`config.mk`:
```
export PLATFORM = sky130hd
export DESIGN_NAME = mem_arbiter
export DESIGN_NICKNAME = d
export VERILOG_FILES = /design/src/rtl/mem_arb_pkg.sv /design/src/rtl/mem_arbiter_rr_arb2.sv /design/src/rtl/mem_arbiter.sv
export SDC_FILE = /design/constraint.sdc
export NUM_CORES = 1
export LEC_CHECK = 0
export CAP_MARGIN = 20
export CORE_AREA = 2 2 93 162
export DETAILED_ROUTE_END_ITERATION = 8
export DIE_AREA = 0 0 95 164
export PLACE_DENSITY = 0.84
export SYNTH_ARGS = -nofsm -noshare
export SYNTH_HDL_FRONTEND = slang
export SYNTH_SLANG_ARGS = --single-unit
```
`constraint.sdc`:
```
create_clock -name clk -period 13.7 [get_ports clk]
set_input_delay 4.11 -clock clk [delete_from_list [all_inputs] [get_ports clk]]
set_output_delay 4.11 -clock clk [all_outputs]
set_load 0.05 [all_outputs]
```
`src/rtl/mem_arb_pkg.sv`:
```
// Shared definitions for the two-port memory arbiter: FSM state encoding
// and the default number of valid memory words.
package mem_arb_pkg;

  typedef enum logic [1:0] {
    IDLE   = 2'b00,
    ACCESS = 2'b01,
    DONE   = 2'b10
  } state_e;

  localparam int MEM_DEPTH_DEF = 65536;

endpackage : mem_arb_pkg

```
`src/rtl/mem_arbiter_rr_arb2.sv`:
```
// Two-request round-robin picker. On a tie the port that was not granted
// last wins; a single request always wins alone.
module rr_arb2 (
  input  logic req0,
  input  logic req1,
  input  logic last,
  output logic grant,
  output logic valid
);

  // Pure combinational pick: tie goes to the port opposite the last grant.
  always_comb begin
    valid = req0 | req1;
    if (req0 && req1) begin
      grant = ~last;
    end else begin
      grant = req1;
    end
  end

endmodule : rr_arb2

```
`src/rtl/mem_arbiter.sv`:
```
// Two-port round-robin memory arbiter. Each transaction walks
// IDLE -> ACCESS -> DONE: the winner's request is latched in IDLE, the memory
// is strobed for exactly one ACCESS cycle (memory responds on negedge), and
// DONE pulses the winner's ack. All outputs are registered.
module mem_arbiter
  import mem_arb_pkg::*;
#(
  parameter int DATA_W    = 32,
  parameter int ADDR_W    = 32,
  parameter int MEM_DEPTH = MEM_DEPTH_DEF
) (
  input  logic              clk,
  input  logic              rst,
  input  logic              req0,
  input  logic              req1,
  input  logic              we0,
  input  logic              we1,
  input  logic [ADDR_W-1:0] addr0,
  input  logic [ADDR_W-1:0] addr1,
  input  logic [DATA_W-1:0] wdata0,
  input  logic [DATA_W-1:0] wdata1,
  output logic              ack0,
  output logic              ack1,
  output logic [DATA_W-1:0] rdata0,
  output logic [DATA_W-1:0] rdata1,
  output logic              err0,
  output logic              err1,
  output logic              mem_read,
  output logic              mem_write,
  output logic [ADDR_W-1:0] mem_addr,
  output logic [DATA_W-1:0] mem_wdata,
  input  logic [DATA_W-1:0] mem_rdata,
  output logic              busy
);

  // One extra bit so the depth constant always fits next to the address.
  localparam logic [ADDR_W:0] DEPTH_L = (ADDR_W + 1)'(MEM_DEPTH);

  function automatic logic out_of_range(input logic [ADDR_W-1:0] a);
    return ({1'b0, a} >= DEPTH_L);
  endfunction

  state_e              state_q, state_d;
  logic                sel_q, sel_d;     // winning port of the current transaction
  logic                we_q, we_d;
  logic                oor_q, oor_d;     // latched address is out of range
  logic                last_q, last_d;   // port granted most recently
  logic                ack0_q, ack0_d, ack1_q, ack1_d;
  logic                err0_q, err0_d, err1_q, err1_d;
  logic [DATA_W-1:0]   rdata0_q, rdata0_d, rdata1_q, rdata1_d;
  logic                mem_read_q, mem_read_d, mem_write_q, mem_write_d;
  logic [ADDR_W-1:0]   mem_addr_q, mem_addr_d;
  logic [DATA_W-1:0]   mem_wdata_q, mem_wdata_d;
  logic                busy_q, busy_d;

  logic                gnt;
  logic                gnt_vld;
  logic [ADDR_W-1:0]   win_addr;
  logic                win_we;

  rr_arb2 u_rr (
    .req0  (req0),
    .req1  (req1),
    .last  (last_q),
    .grant (gnt),
    .valid (gnt_vld)
  );

  assign win_addr = gnt ? addr1 : addr0;
  assign win_we   = gnt ? we1 : we0;

  // State register.
  always_ff @(posedge clk or posedge rst) begin
    if (rst) begin
      state_q <= IDLE;
    end else begin
      state_q <= state_d;
    end
  end

  // Next state and next values of every registered output.
  always_comb begin
    state_d     = state_q;
    sel_d       = sel_q;
    we_d        = we_q;
    oor_d       = oor_q;
    last_d      = last_q;
    ack0_d      = 1'b0;
    ack1_d      = 1'b0;
    err0_d      = 1'b0;
    err1_d      = 1'b0;
    rdata0_d    = rdata0_q;
    rdata1_d    = rdata1_q;
    mem_read_d  = 1'b0;
    mem_write_d = 1'b0;
    mem_addr_d  = mem_addr_q;
    mem_wdata_d = mem_wdata_q;
    unique case (state_q)
      IDLE: begin
        if (gnt_vld) begin
          sel_d       = gnt;
          we_d        = win_we;
          oor_d       = out_of_range(win_addr);
          mem_addr_d  = win_addr;
          mem_wdata_d = gnt ? wdata1 : wdata0;
          // Out-of-range accesses never reach the memory.
          mem_read_d  = !win_we && !out_of_range(win_addr);
          mem_write_d = win_we && !out_of_range(win_addr);
          state_d     = ACCESS;
        end
      end
      ACCESS: begin
        state_d = DONE;
        if (!sel_q) begin
          ack0_d = 1'b1;
          err0_d = oor_q;
          if (oor_q) begin
            rdata0_d = '0;
          end else if (!we_q) begin
            rdata0_d = mem_rdata;
          end
        end else begin
          ack1_d = 1'b1;
          err1_d = oor_q;
          if (oor_q) begin
            rdata1_d = '0;
          end else if (!we_q) begin
            rdata1_d = mem_rdata;
          end
        end
      end
      DONE: begin
        last_d  = sel_q;
        state_d = IDLE;
      end
      default: begin
        state_d = IDLE;
      end
    endcase
    busy_d = (state_d != IDLE);
  end

  // Output and latch registers; reset also kills in-flight strobes at once.
  always_ff @(posedge clk or posedge rst) begin
    if (rst) begin
      sel_q       <= 1'b0;
      we_q        <= 1'b0;
      oor_q       <= 1'b0;
      last_q      <= 1'b1;
      ack0_q      <= 1'b0;
      ack1_q      <= 1'b0;
      err0_q      <= 1'b0;
      err1_q      <= 1'b0;
      rdata0_q    <= '0;
      rdata1_q    <= '0;
      mem_read_q  <= 1'b0;
      mem_write_q <= 1'b0;
      mem_addr_q  <= '0;
      mem_wdata_q <= '0;
      busy_q      <= 1'b0;
    end else begin
      sel_q       <= sel_d;
      we_q        <= we_d;
      oor_q       <= oor_d;
      last_q      <= last_d;
      ack0_q      <= ack0_d;
      ack1_q      <= ack1_d;
      err0_q      <= err0_d;
      err1_q      <= err1_d;
      rdata0_q    <= rdata0_d;
      rdata1_q    <= rdata1_d;
      mem_read_q  <= mem_read_d;
      mem_write_q <= mem_write_d;
      mem_addr_q  <= mem_addr_d;
      mem_wdata_q <= mem_wdata_d;
      busy_q      <= busy_d;
    end
  end

  assign ack0      = ack0_q;
  assign ack1      = ack1_q;
  assign err0      = err0_q;
  assign err1      = err1_q;
  assign rdata0    = rdata0_q;
  assign rdata1    = rdata1_q;
  assign mem_read  = mem_read_q;
  assign mem_write = mem_write_q;
  assign mem_addr  = mem_addr_q;
  assign mem_wdata = mem_wdata_q;
  assign busy      = busy_q;

endmodule : mem_arbiter

```
[Yosys cells after proc, flatten, opt, wreduce, memory -nomap -nowiden]
Cells that the tools add are included.
Widths: inputs -> output; s select.
Storage, ports and cells
  register bits: 141
  input port bits: 166
  output and inout port bits: 135
  logic and storage cells: 53
Cells by class
  order comparisons: 1
  equal/unequal tests: 3
  multiplexer cells: 20
  bitwise logic cells: 3
  reductions and logical operators: 10
Operators by type and width (count)
  $mux 32: 4
  $ge 32x17->1 const B: 1
  $mux 1: 14
  $reduce_and 3->1: 2
  $pmux 2 s2: 1
  $logic_and 1x1->1: 3
  $eq 2x1->1 const B: 1
  $eq 2x2->1 const B: 1
  $logic_not 1->1: 2
  $logic_not 2->1: 1
  $mux 2: 1
  $ne 2x1->1 const B: 1
  $not 1->1: 2
  $reduce_and 2->1: 1
  $reduce_bool 2->1: 1
  $or 1x1->1: 1

[Depth between registers and ports, before layout]
Gate-level depths: netlist of run 1.
  depth in word-level cells: 8
  mapped depth: 7
  mapped depth without buffers: 4

[Hierarchy]
A second synthesis of run 1 with hierarchy kept.
Second synthesis, totals
  cell total of the unflattened synthesis: 570
  area, all modules: 5899.4 µm²
Modules (own cells, without submodules)
  mem_arbiter: instances 1, cells an instance 568, area an instance 5885.6 µm², sequential area each 3529.6 µm²
  rr_arb2: instances 1, cells an instance 2, area an instance 13.8 µm², sequential area each 0.0 µm²

[Least setup slack after synthesis of run 1]
OpenSTA, ideal clock, no wires.
  path kind: input to register
  from: input addr0[22]
  to: register oor_q
  library setup time: 0.123 ns
  arrival: 5.095 ns
  data required time: 13.577 ns
  setup slack: 8.482 ns
  stages: 4
  buffers on the path: 0
  cells stage by stage: or4_1 nor3_2 nand2_1 o221a_2
On the way
  longest elaborated chain between the ends: 2
Ends and longest elaborated chain
  from (decl): line mem_arbiter.sv:18  | input logic [ADDR_W-1:0] addr0,
  $mux 32: line mem_arbiter.sv:69  | assign win_addr = gnt ? addr1 : addr0;
  $ge 32x17->1: line mem_arbiter.sv:40  | return ({1'b0, a} >= DEPTH_L);
  to (signal assigned): line mem_arbiter.sv:164  | oor_q <= oor_d;
  to (decl): line mem_arbiter.sv:46  | logic oor_q, oor_d;
Every way passes these cells.
A chain may end at the register's enable or synchronous reset.

[Worst setup path in the final report of run 1]
  from: input req1
  to: register oor_q
On the way
  longest elaborated chain between the ends: 4
  elaborated cells on any way between the ends: 6
  those cells by class: order compare: 1; mux: 2; bitwise: 1; reduce/logical: 2
Ends and longest elaborated chain
  from (decl): line mem_arbiter.sv:15  | input logic req1,
  $logic_and 1x1->1: line mem_arbiter_rr_arb2.sv:14  | if (req0 && req1) begin
  $mux 1: line mem_arbiter_rr_arb2.sv:14
  $mux 32: line mem_arbiter.sv:69
  $ge 32x17->1: line mem_arbiter.sv:40
Several ways; a longest one is shown, not always the timed one.

==> results of run 1 <==
## sequential cells by signal, indices dropped and copies added, names as in the netlist
register	flops
mem_addr	32
mem_wdata	32
rdata0	32
rdata1	32
state_q	2
ack0	1
ack1	1
busy	1
err0	1
err1	1
last_q	1
mem_read	1
mem_write	1
oor_q	1
sel_q	1
we_q	1
## cells in the final DEF (no fill, tap or decap), types with 4 or more instances in the layout
| cell | count |
|---|---|
| inv_6 | 5 |
| clkbuf_16 | 17 |
| nor2_1 | 67 |
| clkdlybuf4s50_1 | 300 |
| mux2_2 | 9 |
| o21ai_0 | 7 |
| mux2_1 | 20 |
| mux2i_1 | 69 |
| or4_1 | 6 |
| mux2_4 | 25 |
| dfrtp_1 | 140 |
| nand2_1 | 7 |
| buf_4 | 4 |
| nor2b_1 | 28 |
| inv_1 | 7 |
| a21oi_1 | 67 |
| nand2b_1 | 7 |
## kinds of logic (layout without fill, tap and decap cells)
logic type / Yosys count / after routing / synth area share, %
compound gates: 79 / 79 / 6.56
buf+inv: 40 / 344 / 4.48
flops: 141 / 141 / 55.7
mux: 123 / 123 / 22.0
simple gates: 135 / 135 / 11.3
## worst register-to-register path: cells and delay by family (launching register included)
kind,cells,cell delay (ps)
AOI/OAI and AO/OA,2,610
DFF,1,440
buffers and inverters,1,830
and+or+nand+nor,1,300
## path summary, 6_finish.rpt
check,to,slack (ps),cells past startpoint
max reg2reg,mem_addr[4],11350,4
min,rdata1[6],490,1
min reg2reg,rdata1[6],490,1
min in group asynchronous,mem_addr[31],4230,2
max,oor_q,7530,6
max in group asynchronous,rdata1[25],8220,3
## layer usage
metal | track usage (%) | vias up | routed length, um
met5 | 0 | - | 0
met4 | 8.89 | 0 | 456
met3 | 6.56 | 30 | 1350
met2 | 43.0 | 230 | 9910
met1 | 24.9 | 2457 | 6520
li1 | - | 2380 | -
## layout make-up
| cell class | count | area [um2] | share of cell area (%) |
|---|---|---|---|
| flip-flops and latches | 141 | 3530 | 35.4 |
| repair buffers | 304 | 3030 | 30.4 |
| multi-input cells | 337 | 2540 | 25.4 |
| clock buffers | 21 | 450 | 4.52 |
| well taps | 180 | 225 | 2.26 |
| clock inverters | 11 | 156 | 1.57 |
| inverters | 8 | 35.0 | 0.352 |
## report_power, final
part / total (mW) / internal [mW] / leakage, nW / switching [mW]
clock network: 0.475 / 0.295 / 0.297 / 0.180
logic: 0.949 / 0.326 / 2.32 / 0.622
registers: 0.596 / 0.529 / 1.76 / 0.0665
==> flow_summary.ini, run 1 <==
[pwr]
pwr_density_cell_nw_per_um2 = 203
vdd_drop_max_uv = 162
p_leak_nw = 4.38
power_mw = 2.02

[clock_network]
cts-hold-fix-buffers = 0
clock_latency_ps = 410
cts.htree.levels = 4
cts_buffers = 17
ctsResizeCount = 0
clkTransAtPathRegs_ps = 60
cts.sinks = 141
postCtsSetupBuffers = 0
cts_tree = built
ctsLongestPathBuffers = 2
root_buffer = clkbuf_16

[route]
via_count = 5097
drtIter0Drc = 137
drc = 0
drtPass1Iterations = 5
drt-total-wl_um = 18200
detail-route-antenna-nets = 0
via_per_inst = 5.09
wl_per_cell_um = 18.2

[yosys]
synth_edf_count = 0
yosysMostFrequentCell = dfrtp_1
synth.ff_latch_count = 141
ys_warn_count = 0
syn_inst = 518
syn_area_per_cell_um2 = 12.2
synthFlopType = dfrtp_1
syn_nets = 684
synth_common_cells = 140 x dfrtp_1, 69 x mux2i_1, 67 x a21oi_1, 67 x nor2_1, 28 x nor2b_1
synthesis.area_um2 = 6330
synthTopCellsByArea = dfrtp_1 55%, mux2i_1 11%, mux2_4 5.9%
synth_top_area_cell = dfrtp_1
synthArstFlopShare_pct = 100
synth_top_area_share_pct = 55.3
seq_area_frac_synth_pct = 55.7
ys_types = 38

[worst_setup_path]
end_kind = flop
crit_slowest_cell = buf_4
crit_type = input port to flop
cp_data_required_time_ps = 13990
critPathBufInv = 2
cp_top_family = buffers and inverters
cp_data_arrival_time_ps = 6460
slowest_delay_ps = 830
cp_cell_sequence = clkdlybuf4s50_1 > a21boi_4 > buf_4 > and3_1 > nand4b_1 > o221a_2
path_max_fanout = 63
start_kind = input port
rr_startpoint = state_q[1]
crit_start = req1

[layout]
area_growth_pct = 57.3
drive_gt1_share_pct = 9.61
nNetsFinal = 975
fill_cells = 1019
final-instance-count-excl-fill = 1002
diodes = 0
final_core_util_pct = 69.7
final_cell_area_um2 = 9970

[grt]
grt_max_degree = 106
antenna_found_initial = 0
grt_pass1_wl_um = 27900
overflow = 0
grt_pass1_vias = 5387
grtUsageTotal_pct = 23.4

[place]
port_buffers = 300
place_area_um2 = 9360
routabilityCongestion = 0.854
post-place-ws_ps = 7080
post-dp-hpwl_um = 13500
dp.cells = 970

[sta]
hold_viol_final = 0
tightest_slew_ps = 1040
fin_crit_ps = 6170
finalMaxSlewViolations = 0
setup_violations = 0
skew_ps = 9.04
relSlewSlack_pct = 30.4
setup-tns-final_ps = 0
grt_setup_unrepaired = no
hold_slack_ps = 492
worst_slack_ps = 7530
clock.fmax_mhz = 162
post-route-period-util_pct = 45.0

[die]
die-area_um2 = 15600
coreArea_um2 = 14300
num_rows = 58
start_util_pct = 44.3
fp.dieW_um = 95
fp.dieH_um = 164
ios = 301

[run_status]
status = complete, no violations

[min_path]
hold_start = rdata1[6]
min_path_type = flop to flop

[flow_run]
maxCapViolCount = 0
Note: power is estimated with default switching activity, not from simulation.
==> run 2: changes to the inputs <==
--- a/config.mk
+++ b/config.mk
@@ -6,10 +6,10 @@
 export NUM_CORES = 1
 export LEC_CHECK = 0
 export CAP_MARGIN = 20
-export CORE_AREA = 2 2 93 162
+export CORE_AREA = 2 2 97 170
 export DETAILED_ROUTE_END_ITERATION = 8
-export DIE_AREA = 0 0 95 164
-export PLACE_DENSITY = 0.84
+export DIE_AREA = 0 0 99 172
+export PLACE_DENSITY = 0.77
 export SYNTH_ARGS = -nofsm -noshare
 export SYNTH_HDL_FRONTEND = slang
 export SYNTH_SLANG_ARGS = --single-unit
==> constraint.sdc (replaced) <==
create_clock -name clk -period 6.2 [get_ports clk]
set_input_delay 1.86 -clock clk [delete_from_list [all_inputs] [get_ports clk]]
set_output_delay 1.86 -clock clk [all_outputs]
set_load 0.05 [all_outputs]
==> run 2 against run 1 <==
Compared with the run above: final area up 0.54%; sequential cell count unchanged; first-iteration DRC count down 18%.
==> flow_summary.ini, run 2 (synthesis results as in run 1) <==
[run_status]
status = complete, no violations

[route]
drc = 0
routed.top_layer = met4
drtIter0Drc = 112
via_per_inst = 4.97
wl_per_cell_um = 18.0
drt-total-wl_um = 18300
wl_met3_um = 1170
wl_met2_um = 9960
via_count = 5033
wl_met1_um = 6500
drtPass1Iterations = 4
detail-route-antenna-nets = 0

[pwr]
pwr_density_cell_nw_per_um2 = 450
p_leak_nw = 4.39
power_mw = 4.51
vdd_drop_max_uv = 535

[sta]
hold_slack_ps = 487
finalMaxSlewViolations = 0
tightest_slew_ps = 871
relSlewSlack_pct = 42.0
grt_setup_unrepaired = no
hold_viol_final = 0
skew_ps = 10.1
fin_crit_ps = 3610
setup-tns-final_ps = 0
clock.fmax_mhz = 277
setup_violations = 0
post-route-period-util_pct = 58.2

[worst_setup_path]
end_kind = flop
cp_data_required_time_ps = 6530
r2r_slack_ps = 3820
crit_start = req0
slowest_delay_ps = 720
cp_cell_sequence = clkdlybuf4s50_1 > o21a_4 > buf_4 > nor2_1 > a21oi_1
cp_data_arrival_time_ps = 3940
regToRegEndpoint = mem_addr[12]
rr_startpoint = state_q[1]
rr_worst_depth = 5
crit_slowest_cell = o21a_4
path_max_fanout = 87
start_kind = input port
crit_type = input port to flop

[clock_network]
root_buffer = clkbuf_16
cts_tree = built
postCtsSetupBuffers = 0
ctsResizeCount = 0
cts_buffers = 17
cts.sinks = 141
clkTransAtPathRegs_ps = 60
clock_latency_ps = 420
cts-hold-fix-buffers = 0
ctsLongestPathBuffers = 2
cts.htree.levels = 4

[layout]
mostFrequentLayoutCell = clkdlybuf4s50_1
fill_cells = 1242
final_cell_mix = 300 x clkdlybuf4s50_1, 140 x dfrtp_1, 69 x mux2i_1
nNetsFinal = 977
drive_gt1_share_pct = 10.1
diodes = 0
area_growth_pct = 58.2
final_core_util_pct = 64.0

[die]
fp.dieH_um = 172
num_rows = 61
start_util_pct = 40.5
coreArea_um2 = 15600
die-area_um2 = 17000
fp.dieW_um = 99
ios = 301

[grt]
grt_pass1_wl_um = 28400
grt_pass1_vias = 5424
antenna_found_initial = 0
grtUsageTotal_pct = 21.5
overflow = 0
grt_max_degree = 100

[place]
post-dp-hpwl_um = 13700
port_buffers = 300
routabilityCongestion = 0.807

[min_path]
hold_path_depth = 1
hold_end = rdata1[12]
hold_start = rdata1[12]
min_path_type = flop to flop

[flow_run]
maxCapViolCount = 0
-- run 2: cell count changes in the layout (fill, tap and decap cells not counted), sizes merged --
cell,before,now
inv,12,14
clkbuf,21,18
clkinvlp,0,2
clkinv,4,2
bufinv,3,4
buf,4,6
-- run 2: area by class of cell --
cell class / count / area, um2 / share of cell area, %
clock inverters: 14 / 205 / 2.05
flip-flops and latches: 141 / 3530 / 35.2
clock buffers: 18 / 429 / 4.28
well taps: 189 / 236 / 2.36
inverters: 8 / 35.0 / 0.350
repair buffers: 306 / 3050 / 30.4
multi-input cells: 337 / 2540 / 25.3
-- run 2: critical path: cells and delay by family --
kind	cells	cell delay [ps]
AO/OA/AOI/OAI	2	880
buffers and inverters	2	1100
AND/OR/NAND/NOR	1	70
-- run 2: metal layers --
metal,vias to the layer above,track usage (%)
li1,2370,-
met1,2411,23.4
met2,209,38.6
met3,43,5.86
met4,0,9.59
met5,-,0
-- run 2: worst max-delay path by stage --
stage	end	slack, ps	cells after the start
global route	mem_addr[5]	2450	5
finish	mem_addr[12]	2590	5
detailed placement	mem_addr[5]	2170	5
global placement	mem_addr[0]	2290	5
floorplan	ack0	560	1
CTS	mem_addr[6]	2610	5
-- run 2: through the flow --
step	worst slack (ps)	instance area, um2	instances
after floorplan	560	6330	518
after global routing	2450	10000	1013
final	2590	10000	1013
after global placement	2290	9390	981
after detailed placement	2170	9390	981
after CTS	2610	10000	1013
-- run 2: power by group --
group	switching (mW)	total (mW)	internal [mW]
logic	1.38	2.10	0.720
registers	0.144	1.31	1.17
clock network	0.417	1.10	0.683
==> patch: new RTL, settings of run 2 <==
Encoding of `state_e`: now one-hot (3 bits for 3 states).
--- a/src/rtl/mem_arb_pkg.sv
+++ b/src/rtl/mem_arb_pkg.sv
@@ -2,10 +2,10 @@
 // and the default number of valid memory words.
 package mem_arb_pkg;
 
-  typedef enum logic [1:0] {
-    IDLE   = 2'b00,
-    ACCESS = 2'b01,
-    DONE   = 2'b10
+  typedef enum logic [2:0] {
+    IDLE   = 3'b001,
+    ACCESS = 3'b010,
+    DONE   = 3'b100
   } state_e;
 
   localparam int MEM_DEPTH_DEF = 65536;
Function: no difference found for any inputs over 4 cycles, from zero or initial values and one cycle with rst high; so few cycles prove little.
==> patch against run 2 <==
Via count rose by 3.8%; routed wire length is 1.2% lower; global-route usage down 0.33 points; clock skew is 0.0042 ns higher; total power rose by 22%; combinational power grew 38%; sequential cell count rose by 1; synthesized area is 1.9% lower; worst setup slack worse by 0.033 ns; non-clock buffer count up 1; design area shrank 0.46%; sequential share of layout area is 0.43 points higher; highest routed layer unchanged; cell count increased by 5.3%; critical path depth unchanged.
==> patch: results (changes against run 2) <==
via/cell ratio=4.90 (-1.4%); largest net degree at the start of global routing=111 (+11%); Max FO, Critical Path=34 (-61%); nets@finish=1031 (+5.5%); CP startpoint kind=input pin; vias in the first global route=5259 (-3.0%); status=completed; Synth area leaders=dfrtp_1, nand2_1, mux2_4; ys async rst share=100% (unchanged); number of post-CTS setup repair buffers=0 (unchanged); Routability Congestion=0.838 (+3.8%); Max-slew headroom=38.2% (-3.7 points); Final Skew=0.0143 ns (+0.00416 ns); worst min-delay path class=flip-flop to flip-flop; TritonCTS Buffers=17 (unchanged); Peak VDD IR=0.329 mV (-38%); Leak=0.00435 µW (-1.0%); H-tree levels=4 (unchanged); clk_lat worst skew=0.41 ns; Seq/Total Area, Yosys=57.2% (+1.5 points); WL per Instance=16.9 µm (-6.2%); hpwl dp=13.3 mm (-3.1%); Clk pin slew, worst setup/hold paths=0.06 ns (about the same); setup TNS=0 ns (unchanged); Worst Hold Depth=2 (+1); post_cts resized=0 (unchanged); P_sw=2470 µW (+28%); # diodes=0 (unchanged); DP Area=0.00931 mm² (-0.84%); Initial DRC Count=131 (+17%); initial antenna violation count=0 (unchanged); top post-synthesis cells by count=dfrtp_1, nand2_1, nor2_1, a31oi_1, mux2_2; TritonRoute pass-1 iters=5 (+1); clk root buf=clkbuf_16; GRT Overall Usage=21.2% (-0.33 points); worst reg-to-reg path cell count=4 (-1); Place WS=2.09 ns (-0.0825 ns); CTS max path bufs=2 (unchanged); DRC violations left=0 (unchanged); first-pass GRT wire length=28.1 mm (-1.0%); Avg Synthesized Cell Area=10.8 µm² (-12%); Port Buffer Count=300 (unchanged); Synth cell types=37 (-2.6%); syn nets=743 (+8.6%); Crit path arrival time=3.96 ns (+0.02 ns); share of cells above drive strength 1=12.8% (+2.7 points); drt total wl=18.1 mm (-1.2%)
==> patch: path summary, 6_finish.rpt <==
check                               end  startpoint  slack [ns]
setup reg to reg             rdata1[23]       oor_q        3.84
max in group asynchronous    rdata1[25]         rst        3.37
hold / removal               rdata1[31]  rdata1[31]        0.48
hold reg to reg              rdata1[31]  rdata1[31]        0.48
min in group asynchronous  mem_addr[20]         rst        1.83
setup / recovery           mem_addr[15]        req0        2.56
==> patch: kinds of logic after synthesis <==
| kind of cell | count (synthesis) | synth area share (%) |
|---|---|---|
| AND/OR/NAND/NOR | 252 | 18.0 |
| multiplexers | 65 | 13.3 |
| AO/OA/AOI/OAI | 75 | 7.67 |
| flip-flops | 142 | 57.2 |
| buffers and inverters | 43 | 3.79 |
==> patch: final cells by class <==
class	instances	area [µm²]
clock inverters	12	183
fillers	1267	5670
clock buffers	20	457
well taps	189	236
inverters	5	23.8
flip-flops and latches	142	3560
multi-input cells	392	2440
repair buffers	307	3080
==> patch: worst max-delay path, cell delays in order <==
cell	delay, ns
clkdlybuf4s50_1	0.52
a21boi_4	0.78
buf_4	0.48
nand2_1	0.11
a31oi_1	0.19
==> patch: routing by layer <==
layer	share of wire, %	track usage [%]	routed length [µm]
met1	36	23.6	6590
met2	54	37.9	9710
met3	6.3	5.78	1140
met4	3.4	8.52	621
met5	0	0	0
==> patch: power groups by stage <==
stage | Combinational [µW] | Sequential, µW | Clock (µW)
2_1_floorplan | 711 | 2710 | 0
3_3_place_gp | 2870 | 1500 | 0
3_5_place_dp | 2900 | 1520 | 0
4_1_cts | 2900 | 1500 | 1120
5_1_grt | 3040 | 1550 | 1160
6_report | 2890 | 1500 | 1100
